`src/rtl/oled_pkg.sv`:
```
// Shared OLED definitions: RGB565 colours, default frame size and the
// sprite mover's state encoding.
package oled_pkg;

  localparam logic [15:0] BLACK = 16'h0000;
  localparam logic [15:0] WHITE = 16'hFFFF;
  localparam logic [15:0] BLUE  = 16'h001F;
  localparam logic [15:0] RED   = 16'hF800;
  localparam logic [15:0] GREEN = 16'h07E0;

  localparam int SCREEN_W_DEF = 96;
  localparam int SCREEN_H_DEF = 64;

  typedef enum logic [2:0] {
    IDLE,
    ARMED,
    MOVE_U,
    MOVE_D,
    MOVE_L,
    MOVE_R
  } moverState;

endpackage

```
`src/rtl/rate_ticker.sv`:
```
// Free-running divider producing a one-cycle pulse every CLK_HZ/RATE_HZ clocks.
// The pulse is decoded from the count, so a clear on the pulse cycle still
// lets that pulse be used; the next one then comes a full period later.
module rate_ticker #(
  parameter int CLK_HZ  = 100_000_000,
  parameter int RATE_HZ = 45
) (
  input  logic clk,
  input  logic reset,
  input  logic clear,
  output logic tick
);

  localparam int PERIOD = CLK_HZ / RATE_HZ;
  localparam int CW     = (PERIOD > 1) ? $clog2(PERIOD) : 1;
  localparam logic [CW-1:0] TERMINAL = CW'(PERIOD - 1);

  logic [CW-1:0] count;

  assign tick = (count == TERMINAL);

  // Count up to the terminal value, restart on wrap or on clear.
  always_ff @(posedge clk or posedge reset) begin
    // NOTE: sequential state uses non-blocking assignments so every register
    // samples the values from before the edge, independent of block order.
    if (reset)                count <= '0;
    else if (clear || tick)   count <= '0;
    else                      count <= count + 1'b1;
  end

endmodule

```
`src/rtl/sprite_mover.sv`:
```
// Button-steered square sprite drawn over the OLED raster. Four-direction
// motion at one of two step rates; the sprite stops on whichever edge it
// runs into and never wraps.
module sprite_mover
  import oled_pkg::*;
#(
  parameter int SCREEN_W  = SCREEN_W_DEF,
  parameter int SCREEN_H  = SCREEN_H_DEF,
  parameter int SPRITE_SZ = 5,
  parameter int HOME_X    = 46,
  parameter int HOME_Y    = 59,
  parameter int CLK_HZ    = 100_000_000,
  parameter int SLOW_HZ   = 15,
  parameter int FAST_HZ   = 45,
  parameter int IDX_W     = 13
) (
  input  logic             clk,
  input  logic             reset,
  input  logic             enable,
  input  logic             mode,
  input  logic             btnC,
  input  logic             btnU,
  input  logic             btnD,
  input  logic             btnL,
  input  logic             btnR,
  input  logic [IDX_W-1:0] pixel_index,
  output logic [15:0]      pixel_data,
  output logic             moving,
  output logic [7:0]       pos_x,
  output logic [7:0]       pos_y
);

  // Edge limits and home point, in the 9-bit domain used for all compares so
  // pos + SPRITE_SZ cannot overflow.
  localparam logic [8:0] MAX_X  = 9'(SCREEN_W - SPRITE_SZ);
  localparam logic [8:0] MAX_Y  = 9'(SCREEN_H - SPRITE_SZ);
  localparam logic [8:0] SIZE9  = 9'(SPRITE_SZ);
  localparam logic [7:0] HOME_X8 = 8'(HOME_X);
  localparam logic [7:0] HOME_Y8 = 8'(HOME_Y);
  localparam logic [IDX_W-1:0] FRAME_PIX = IDX_W'(SCREEN_W * SCREEN_H);
  localparam logic [IDX_W-1:0] ROW_LEN   = IDX_W'(SCREEN_W);

  moverState  state, stateNext, dirNext;
  logic [7:0] xNext, yNext;
  logic [8:0] posX9, posY9;
  logic       canU, canD, canL, canR;
  logic       modeQ, modeChanged;
  logic       slowTick, fastTick, stepTick, tickClear;

  assign posX9 = {1'b0, pos_x};
  assign posY9 = {1'b0, pos_y};

  // A direction is eligible only when requested and the sprite is not already
  // against that edge.
  assign canU = enable & btnU & (posY9 != 9'd0);
  assign canD = enable & btnD & (posY9 != MAX_Y);
  assign canL = enable & btnL & (posX9 != 9'd0);
  assign canR = enable & btnR & (posX9 != MAX_X);

  assign moving = (state == MOVE_U) || (state == MOVE_D) ||
                  (state == MOVE_L) || (state == MOVE_R);

  // A mode switch restarts the period and suppresses a coincident pulse.
  assign modeChanged = (mode != modeQ);
  assign stepTick    = (mode ? slowTick : fastTick) & ~modeChanged;
  assign tickClear   = (stateNext != state) || modeChanged;

  rate_ticker #(.CLK_HZ(CLK_HZ), .RATE_HZ(SLOW_HZ)) slowTicker (
    .clk   (clk),
    .reset (reset),
    .clear (tickClear),
    .tick  (slowTick)
  );

  rate_ticker #(.CLK_HZ(CLK_HZ), .RATE_HZ(FAST_HZ)) fastTicker (
    .clk   (clk),
    .reset (reset),
    .clear (tickClear),
    .tick  (fastTick)
  );

  // Next state and next position; a step always uses the direction chosen
  // this cycle, so a turn on a tick edge moves the new way.
  always_comb begin
    // NOTE: every output of this block gets a default first, so no path can
    // leave a value unassigned and infer a latch.
    stateNext = state;
    dirNext   = state;
    xNext     = pos_x;
    yNext     = pos_y;
    case (state)
      IDLE: begin
        if (enable && btnC) begin
          stateNext = ARMED;
          xNext     = HOME_X8;
          yNext     = HOME_Y8;
        end
      end
      ARMED: begin
        if (enable && btnC) begin
          xNext = HOME_X8;
          yNext = HOME_Y8;
        end
        else if (canU) stateNext = MOVE_U;
        else if (canD) stateNext = MOVE_D;
        else if (canL) stateNext = MOVE_L;
        else if (canR) stateNext = MOVE_R;
      end
      MOVE_U, MOVE_D, MOVE_L, MOVE_R: begin
        if      (canU && state != MOVE_U) dirNext = MOVE_U;
        else if (canD && state != MOVE_D) dirNext = MOVE_D;
        else if (canL && state != MOVE_L) dirNext = MOVE_L;
        else if (canR && state != MOVE_R) dirNext = MOVE_R;
        stateNext = dirNext;
        if (stepTick) begin
          case (dirNext)
            MOVE_U: begin
              yNext = pos_y - 8'd1;
              if (posY9 == 9'd1) stateNext = ARMED;
            end
            MOVE_D: begin
              yNext = pos_y + 8'd1;
              if (posY9 + 9'd1 == MAX_Y) stateNext = ARMED;
            end
            MOVE_L: begin
              xNext = pos_x - 8'd1;
              if (posX9 == 9'd1) stateNext = ARMED;
            end
            default: begin
              xNext = pos_x + 8'd1;
              if (posX9 + 9'd1 == MAX_X) stateNext = ARMED;
            end
          endcase
        end
      end
      default: stateNext = IDLE;
    endcase
  end

  // State, position and last-seen mode registers.
  always_ff @(posedge clk or posedge reset) begin
    if (reset) begin
      state <= IDLE;
      pos_x <= HOME_X8;
      pos_y <= HOME_Y8;
      modeQ <= 1'b0;
    end
    else begin
      state <= stateNext;
      pos_x <= xNext;
      pos_y <= yNext;
      modeQ <= mode;
    end
  end

  // Raster coordinate of the incoming index, reduced to the 9-bit domain.
  logic [8:0] pixX9, pixY9;
  logic       inFrame, inSprite;

  assign pixX9    = 9'(pixel_index % ROW_LEN);
  assign pixY9    = 9'(pixel_index / ROW_LEN);
  assign inFrame  = (pixel_index < FRAME_PIX);
  assign inSprite = (pixX9 >= posX9) && (pixX9 < posX9 + SIZE9) &&
                    (pixY9 >= posY9) && (pixY9 < posY9 + SIZE9);

  // One-cycle registered colour lookup: blue while idle, white otherwise.
  always_ff @(posedge clk or posedge reset) begin
    if (reset)                    pixel_data <= BLACK;
    else if (inFrame && inSprite) pixel_data <= (state == IDLE) ? BLUE : WHITE;
    else                          pixel_data <= BLACK;
  end

endmodule

```
`config.mk`:
```
export PLATFORM = sky130hd
export DESIGN_NAME = sprite_mover
export DESIGN_NICKNAME = d
export VERILOG_FILES = /design/src/rtl/oled_pkg.sv /design/src/rtl/rate_ticker.sv /design/src/rtl/sprite_mover.sv
export SDC_FILE = /design/constraint.sdc
export NUM_CORES = 1
export LEC_CHECK = 0
export BUFFER_PORTS_ARGS = -buffer_cell sky130_fd_sc_hd__buf_2
export CORE_ASPECT_RATIO = 1.25
export CORE_MARGIN = 2
export CORE_UTILIZATION = 30
export DETAILED_ROUTE_END_ITERATION = 16
export HOLD_SLACK_MARGIN = 0.08
export MAX_ROUTING_LAYER = met4
export PLACE_DENSITY_LB_ADDON = 0.05
export SYNTH_ARGS = -nofsm -noshare
export SYNTH_HDL_FRONTEND = slang
export SYNTH_SLANG_ARGS = --single-unit
```
`constraint.sdc`:
```
create_clock -name clk -period 8.64 [get_ports clk]
set_input_delay 0 -clock clk [delete_from_list [all_inputs] [get_ports clk]]
set_output_delay 0 -clock clk [all_outputs]
set_load 0.01 [all_outputs]
```
==> results of run 1 <==
[worst max-delay path: stages (launching register included)]
cell                       delay [ps]
sky130_fd_sc_hd__dfstp_2          640
sky130_fd_sc_hd__ha_1             360
sky130_fd_sc_hd__or4b_1           530
sky130_fd_sc_hd__o211ai_2         260
sky130_fd_sc_hd__o21ai_1          180
sky130_fd_sc_hd__a21oi_1          270
sky130_fd_sc_hd__o21ai_1          120
sky130_fd_sc_hd__o31ai_1          300
sky130_fd_sc_hd__mux2_2           380
sky130_fd_sc_hd__buf_4            330
sky130_fd_sc_hd__nor4b_1          360
[synth_stat cells, types with 3 or more instances]
cell,number
sky130_fd_sc_hd__a211oi_1,7
sky130_fd_sc_hd__a21boi_0,3
sky130_fd_sc_hd__a21o_1,4
sky130_fd_sc_hd__a21oi_1,23
sky130_fd_sc_hd__a22oi_1,5
sky130_fd_sc_hd__a31oi_1,6
sky130_fd_sc_hd__and2_1,8
sky130_fd_sc_hd__and3_1,10
sky130_fd_sc_hd__buf_1,4
sky130_fd_sc_hd__buf_2,7
sky130_fd_sc_hd__buf_4,15
sky130_fd_sc_hd__buf_6,3
sky130_fd_sc_hd__clkbuf_1,27
sky130_fd_sc_hd__dfrtp_1,58
sky130_fd_sc_hd__dfstp_2,9
sky130_fd_sc_hd__ha_1,43
sky130_fd_sc_hd__inv_1,30
sky130_fd_sc_hd__mux2_1,3
sky130_fd_sc_hd__mux2_2,3
sky130_fd_sc_hd__mux2i_1,4
sky130_fd_sc_hd__nand2_1,54
sky130_fd_sc_hd__nand2b_1,10
sky130_fd_sc_hd__nand3_1,32
sky130_fd_sc_hd__nand3b_1,10
sky130_fd_sc_hd__nand4_1,14
sky130_fd_sc_hd__nor2_1,60
sky130_fd_sc_hd__nor2b_1,10
sky130_fd_sc_hd__nor3_1,23
sky130_fd_sc_hd__nor4_1,7
sky130_fd_sc_hd__nor4_2,31
sky130_fd_sc_hd__nor4b_1,6
sky130_fd_sc_hd__nor4bb_1,5
sky130_fd_sc_hd__o211ai_1,3
sky130_fd_sc_hd__o21a_1,9
sky130_fd_sc_hd__o21ai_0,24
sky130_fd_sc_hd__o21ai_1,16
sky130_fd_sc_hd__o22ai_1,8
sky130_fd_sc_hd__o31ai_1,3
sky130_fd_sc_hd__or2_2,3
sky130_fd_sc_hd__or3_1,16
sky130_fd_sc_hd__or4_1,5
sky130_fd_sc_hd__or4b_1,3
sky130_fd_sc_hd__xnor2_1,48
sky130_fd_sc_hd__xor2_1,15
[sequential cells by signal, summed over array words and instances (netlist names)]
name and cells:
state 3, pixel_data 2, pos_x 8, slowTicker.count 23, pos_y 8, modeQ 1, fastTicker.count 22
[through the flow]
stage	total power (W)	setup slack [ps]	util (%)	hold slack [ps]	cell area, µm²
finish	0.00120	4780	33.4	218	6890
global route	0.00128	4460	33.4	282	6890
CTS	0.00122	4740	33.4	213	6890
detailed placement	0.000868	4720	32.1	141	6600
global placement	0.000867	4830	32.1	147	6600
floorplan	0.000768	5280	-	31.4	6250
[final cells by class]
cell class	instances	area (µm²)	area share, %
tap	274	343	4.98
clock inverter	3	15.0	0.218
inverter	32	120	1.74
clock buffer	13	250	3.63
multi-input combinational	583	4150	60.3
sequential	67	1690	24.5
timing repair buffer	60	320	4.65
[power groups by stage]
| stage | clock network (W) | registers, W | logic [W] |
|---|---|---|---|
| final | 0.000340 | 0.000368 | 0.000489 |
| after global routing | 0.000367 | 0.000372 | 0.000542 |
| after CTS | 0.000354 | 0.000367 | 0.000499 |
| after detailed placement | 0 | 0.000373 | 0.000495 |
| after global placement | 0 | 0.000372 | 0.000495 |
| after floorplan | 0 | 0.000349 | 0.000418 |
[placed cells by master (no fill, tap or decap), drive strengths merged, types with 23 or more instances in the layout]
| master | instances |
|---|---|
| nor2 | 60 |
| dfrtp | 58 |
| buf | 58 |
| nand2 | 54 |
| xnor2 | 48 |
| ha | 43 |
| o21ai | 40 |
| nor4 | 39 |
| nand3 | 32 |
| inv | 32 |
| a21oi | 23 |
| nor3 | 23 |
[path summary, 6_finish.rpt]
| check | to | slack [ps] |
|---|---|---|
| max in group asynchronous | fastTicker.count[20]$_DFF_PP0_ | 7560 |
| max | fastTicker.count[15]$_DFF_PP0_ | 4780 |
| min reg2reg | fastTicker.count[0]$_DFF_PP0_ | 590 |
| min | state[0]$_DFF_PP0_ | 220 |
| max reg2reg | fastTicker.count[15]$_DFF_PP0_ | 4780 |
| min in group asynchronous | slowTicker.count[7]$_DFF_PP0_ | 490 |
[per-layer routing]
metal  vias to the layer above  wire [µm]  track usage, %
met4                         0        265            5.82
li1                       2678          -               -
met3                        17        445            1.59
met2                        91       8710            29.7
met5                         -          0               -
met1                      2621       7610            19.0
[logic make-up (layout without fill, tap and decap cells)]
family                     count (synthesis)  count (layout)  share of synthesized area, %
and+or+nand+nor                          324             324                          31.7
AOI/OAI and AO/OA                        138             138                          14.8
buffers and inverters                     88             108                          6.69
DFF                                       67              67                          27.0
xor gates and xnor gates                  63              63                          8.83
adders and majority gates                 44              44                          8.77
muxes                                     11              11                          2.08
other                                      1               3                        0.0600
[timing repair]
item | in CTS | in global routing
hold buffers | 2 | 0
hold endpoints to repair | 59 | 0
gates resized for setup | 0 | 0
==> out/qor.csv, run 1 <==
metric,value,unit
placement row count,59,
vias in the first global route,5597,
number of placed I/O pins,55,
WL/cell,16.5,µm
"Max FO, Critical Path",45,
primary flip-flop cell chosen by synthesis mapping,sky130_fd_sc_hd__dfrtp_1,
DIE AREA,22000,µm²
actual transition at the worst max-transition pin,1130,ps
RSZ-0062 raised after global routing,no,
fill cell count,2170,
hold violation total from the final report,0,
post-route minimum period,3860,ps
global placement routability congestion,0.823,
number of clock buffers inserted by TritonCTS,9,
sequential group share of total power,30.7,%
Layout Area Growth over Synthesis,10.3,%
Synth Warn #,0,
Clock Skews,6.51,ps
async set-reset flop share out of synthesis,100,%
wire length after detailed routing,17.0,mm
total number of H-tree levels,3,
crit path capture type,flop,
ratio of cells with drive above 1 in the final layout,17.8,%
synthesized instance count,736,
antenna violation net count after detailed routing,0,
total global-route track usage,16.4,%
Max VDD drop,140,µV
placed cell count,1014,
Core Area,20600,µm²
ratio of total power to cell area,174,nW/µm²
clock slew at reported path FFs,60,ps
data arrival time of the critical path,4080,ps
net switching power figure,0.000526,W
DIE WIDTH,133,µm
Internal Dissipation,0.000671,W
tightest slew margin relative to the limit,23.7,%
global-route wire length before repair,28.2,mm
"Worst Path Class, Setup",flop to flop,
Final HPWL DP,12.5,mm
largest net degree at the start of global routing,68,
initial antenna violation count,0,
total via count in the routed design,5407,
"Seq/Total Area, Yosys",27.0,%
number of storage elements in the synthesis netlist,67,
CTS root buffer,sky130_fd_sc_hd__clkbuf_16,
Die Y,165,µm
number of antenna diodes,0,
count of unique library cells instantiated by Yosys,81,
buffers inserted during post-CTS setup optimization,0,
Worst Reg-to-Reg Cells,10,
Maximum Capacitance Violations,0,
Static Leakage,2.70,nW
status,finished clean,
Non-Filler Instances,1032,
share of the clock period used by the worst path,44.6,%
mean post-synth cell area,8.49,µm²
number of synthesized flops with an enable pin,0,
latest clock arrival within the worst-skew pair,340,ps
PortBufs,54,
sum of negative setup slack,0,ps
startpoint type of the worst setup path,flop,
CTS sink count,67,
clock share of power,28.4,%
Final setup violation count,0,
DRC Markers,0,
Clock Path Buffers,2,
timing startpoint of the critical path,pos_y[0]$_DFFE_PP1P_,
starting DRC count in detailed routing,223,
Hold Path Cell Cnt,5,
start point of the worst min-delay path,btnC,
effective utilization at floorplan,30.3,%
TritonCTS clock tree,built,
share of the synthesized area in the top cell type,23.2,%
fin. max-slew vios,0,
biggest area consumer among synthesized cells,sky130_fd_sc_hd__dfrtp_1,
layout net count,818,
iteration count of the initial detailed-routing pass,4,
sw frac,43.9,%
post-synthesis instance area,6250,µm²
startpoint of the worst register-to-register path,pos_y[0]$_DFFE_PP1P_,
required time at the endpoint of the critical path,8860,ps
vias per inst,5.24,
Max Fclk,0.259,GHz
combinational cell fraction of total power,40.9,%
global route total overflow,0,
cells taking the most area after synthesis,"sky130_fd_sc_hd__dfrtp_1 23%, sky130_fd_sc_hd__ha_1 8.6%, sky130_fd_sc_hd__xnor2_1 6.7%",
Hold/Removal Path Class,input pin to flop,
Note: power is estimated with default switching activity, not from simulation.
==> run 2: changes to the inputs <==
==> constraint.sdc (replaced) <==
create_clock -name clk -period 3.3 [get_ports clk]
set_input_delay 0 -clock clk [delete_from_list [all_inputs] [get_ports clk]]
set_output_delay 0 -clock clk [all_outputs]
set_load 0.01 [all_outputs]
==> out/qor.csv, run 2 (synthesis gave the netlist of run 1 again) <==
metric,value,unit
status,finished clean,
hold violation total from the final report,0,
most frequent cells in the layout,"59 x sky130_fd_sc_hd__nor2_1, 58 x sky130_fd_sc_hd__dfrtp_1, 54 x sky130_fd_sc_hd__nand2_1, 54 x sky130_fd_sc_hd__buf_2, 48 x sky130_fd_sc_hd__xnor2_1",
Final setup violation count,0,
iteration count of the initial detailed-routing pass,4,
TritonCTS clock tree,built,
Hold/Removal Path Class,input pin to flop,
post-route minimum period,3130,ps
global route total overflow,0,
largest net degree at the start of global routing,34,
RSZ-0062 raised after global routing,no,
placement row count,59,
latest clock arrival within the worst-skew pair,340,ps
tightest slew margin relative to the limit,45.7,%
ratio of cells with drive above 1 in the final layout,23.3,%
worst hold margin,318,ps
DIE WIDTH,133,µm
Max VDD drop,325,µV
total number of H-tree levels,3,
CTS sink count,67,
worst slack after detailed placement,-0.100,ps
initial antenna violation count,0,
starting DRC count in detailed routing,218,
Clock Path Buffers,2,
Final HPWL DP,13.5,mm
layout net count,858,
DRC Markers,0,
vias in the first global route,5652,
wire length after detailed routing,17.6,mm
DIE AREA,22000,µm²
Maximum Capacitance Violations,0,
effective utilization at floorplan,30.3,%
actual transition at the worst max-transition pin,814,ps
Clock Skews,12.0,ps
number of flip-flops in the largest register,23,
antenna violation net count after detailed routing,0,
required time at the endpoint of the critical path,3530,ps
number of placed I/O pins,55,
most common library cell in the layout ignoring fill and taps,sky130_fd_sc_hd__nor2_1,
"Worst Path Class, Setup",flop to flop,
Layout Area Growth over Synthesis,17.3,%
CTS root buffer,sky130_fd_sc_hd__clkbuf_16,
Max Fclk,0.320,GHz
register name with the most flops,slowTicker.count,
WL/cell,16.5,µm
clock slew at reported path FFs,70,ps
crit path capture type,flop,
share of the clock period used by the worst path,94.8,%
number of antenna diodes,0,
PortBufs,54,
global-route wire length before repair,29.0,mm
number of clock buffers inserted by TritonCTS,9,
fin. max-slew vios,0,
startpoint type of the worst setup path,flop,
fin worst setup slack,171,ps
ratio of total power to cell area,484,nW/µm²
total via count in the routed design,5607,
Die Y,165,µm
largest registers,"slowTicker.count: 23 flops, fastTicker.count: 22 flops",
Core Area,20600,µm²
vias per inst,5.23,
data arrival time of the critical path,3360,ps
"Max FO, Critical Path",17,
global placement routability congestion,0.835,
total global-route track usage,16.9,%
Static Leakage,2.94,nW
-- run 2: cell types whose count changed in the layout (fill, tap and decap cells not counted), moves of 2 or more --
cell	change
sky130_fd_sc_hd__clkinv_4	+2
sky130_fd_sc_hd__buf_12	+4
sky130_fd_sc_hd__clkbuf_1	-3
sky130_fd_sc_hd__buf_4	+36
sky130_fd_sc_hd__clkinvlp_4	+2
sky130_fd_sc_hd__clkinv_2	-2
-- run 2: path summary, 6_finish.rpt --
check	slack, ps	end	cells past startpoint	from
min in group asynchronous	360	pos_y[2]$_DFFE_PP0P_	3	reset
max	170	fastTicker.count[16]$_DFF_PP0_	10	pos_y[1]$_DFFE_PP1P_
min	320	state[1]$_DFF_PP0_	6	btnC
min reg2reg	570	slowTicker.count[13]$_DFF_PP0_	2	slowTicker.count[13]$_DFF_PP0_
max in group asynchronous	2120	pos_x[2]$_DFFE_PP1P_	4	reset
max reg2reg	170	fastTicker.count[16]$_DFF_PP0_	10	pos_y[1]$_DFFE_PP1P_
-- run 2: stage by stage --
step / TNS, ps / utilization, % / total power (W) / cell area (µm²) / std cells
2_1_floorplan: 0 / - / 0.00201 / 6260 / 738
3_3_place_gp: 0 / 33.8 / 0.00252 / 6950 / 1053
6_report: 0 / 35.6 / 0.00354 / 7330 / 1072
5_1_grt: 0 / 35.6 / 0.00376 / 7330 / 1072
4_1_cts: 0 / 35.3 / 0.00355 / 7270 / 1071
3_5_place_dp: -0.100 / 33.8 / 0.00253 / 6950 / 1053
-- run 2: per-layer routing --
metal | GRT usage (%) | wire length (µm)
met5 | - | 0
met4 | 5.43 | 297
met3 | 2.20 | 545
met2 | 31.1 | 9070
met1 | 19.1 | 7720
-- run 2: cell type report --
| class | instances | area (µm²) |
|---|---|---|
| tap | 274 | 343 |
| timing repair buffer | 100 | 671 |
| inverter | 32 | 120 |
| multi-input combinational | 583 | 4200 |
| fill | 2099 | 13300 |
| sequential | 67 | 1690 |
| clock inverter | 7 | 76.3 |
| clock buffer | 9 | 225 |
-- run 2: critical path, cell delays in order (launching register included) --
cell,delay (ps)
sky130_fd_sc_hd__dfstp_2,550
sky130_fd_sc_hd__ha_1,210
sky130_fd_sc_hd__or4b_4,490
sky130_fd_sc_hd__o211ai_2,200
sky130_fd_sc_hd__o21a_2,200
sky130_fd_sc_hd__nand2_1,110
sky130_fd_sc_hd__or3_1,400
sky130_fd_sc_hd__a41oi_2,250
sky130_fd_sc_hd__mux2i_4,120
sky130_fd_sc_hd__buf_12,180
sky130_fd_sc_hd__nor4b_1,310
-- run 2: power breakdown --
part / switching, W / total (W) / leakage, nW / internal [W]
clock network: 0.000406 / 0.000995 / 0.142 / 0.000589
registers: 0.0000879 / 0.000953 / 0.897 / 0.000865
logic: 0.000998 / 0.00160 / 1.90 / 0.000599
total: 0.00149 / 0.00354 / 2.94 / 0.00205
-- run 2: repair_timing --
action | in CTS | in global routing
hold buffers | 2 | 0
gates resized for setup | 0 | 9
endpoints found under the setup margin | 0 | 47
endpoints found under the hold margin | 31 | 0
buffers inserted | 0 | 1
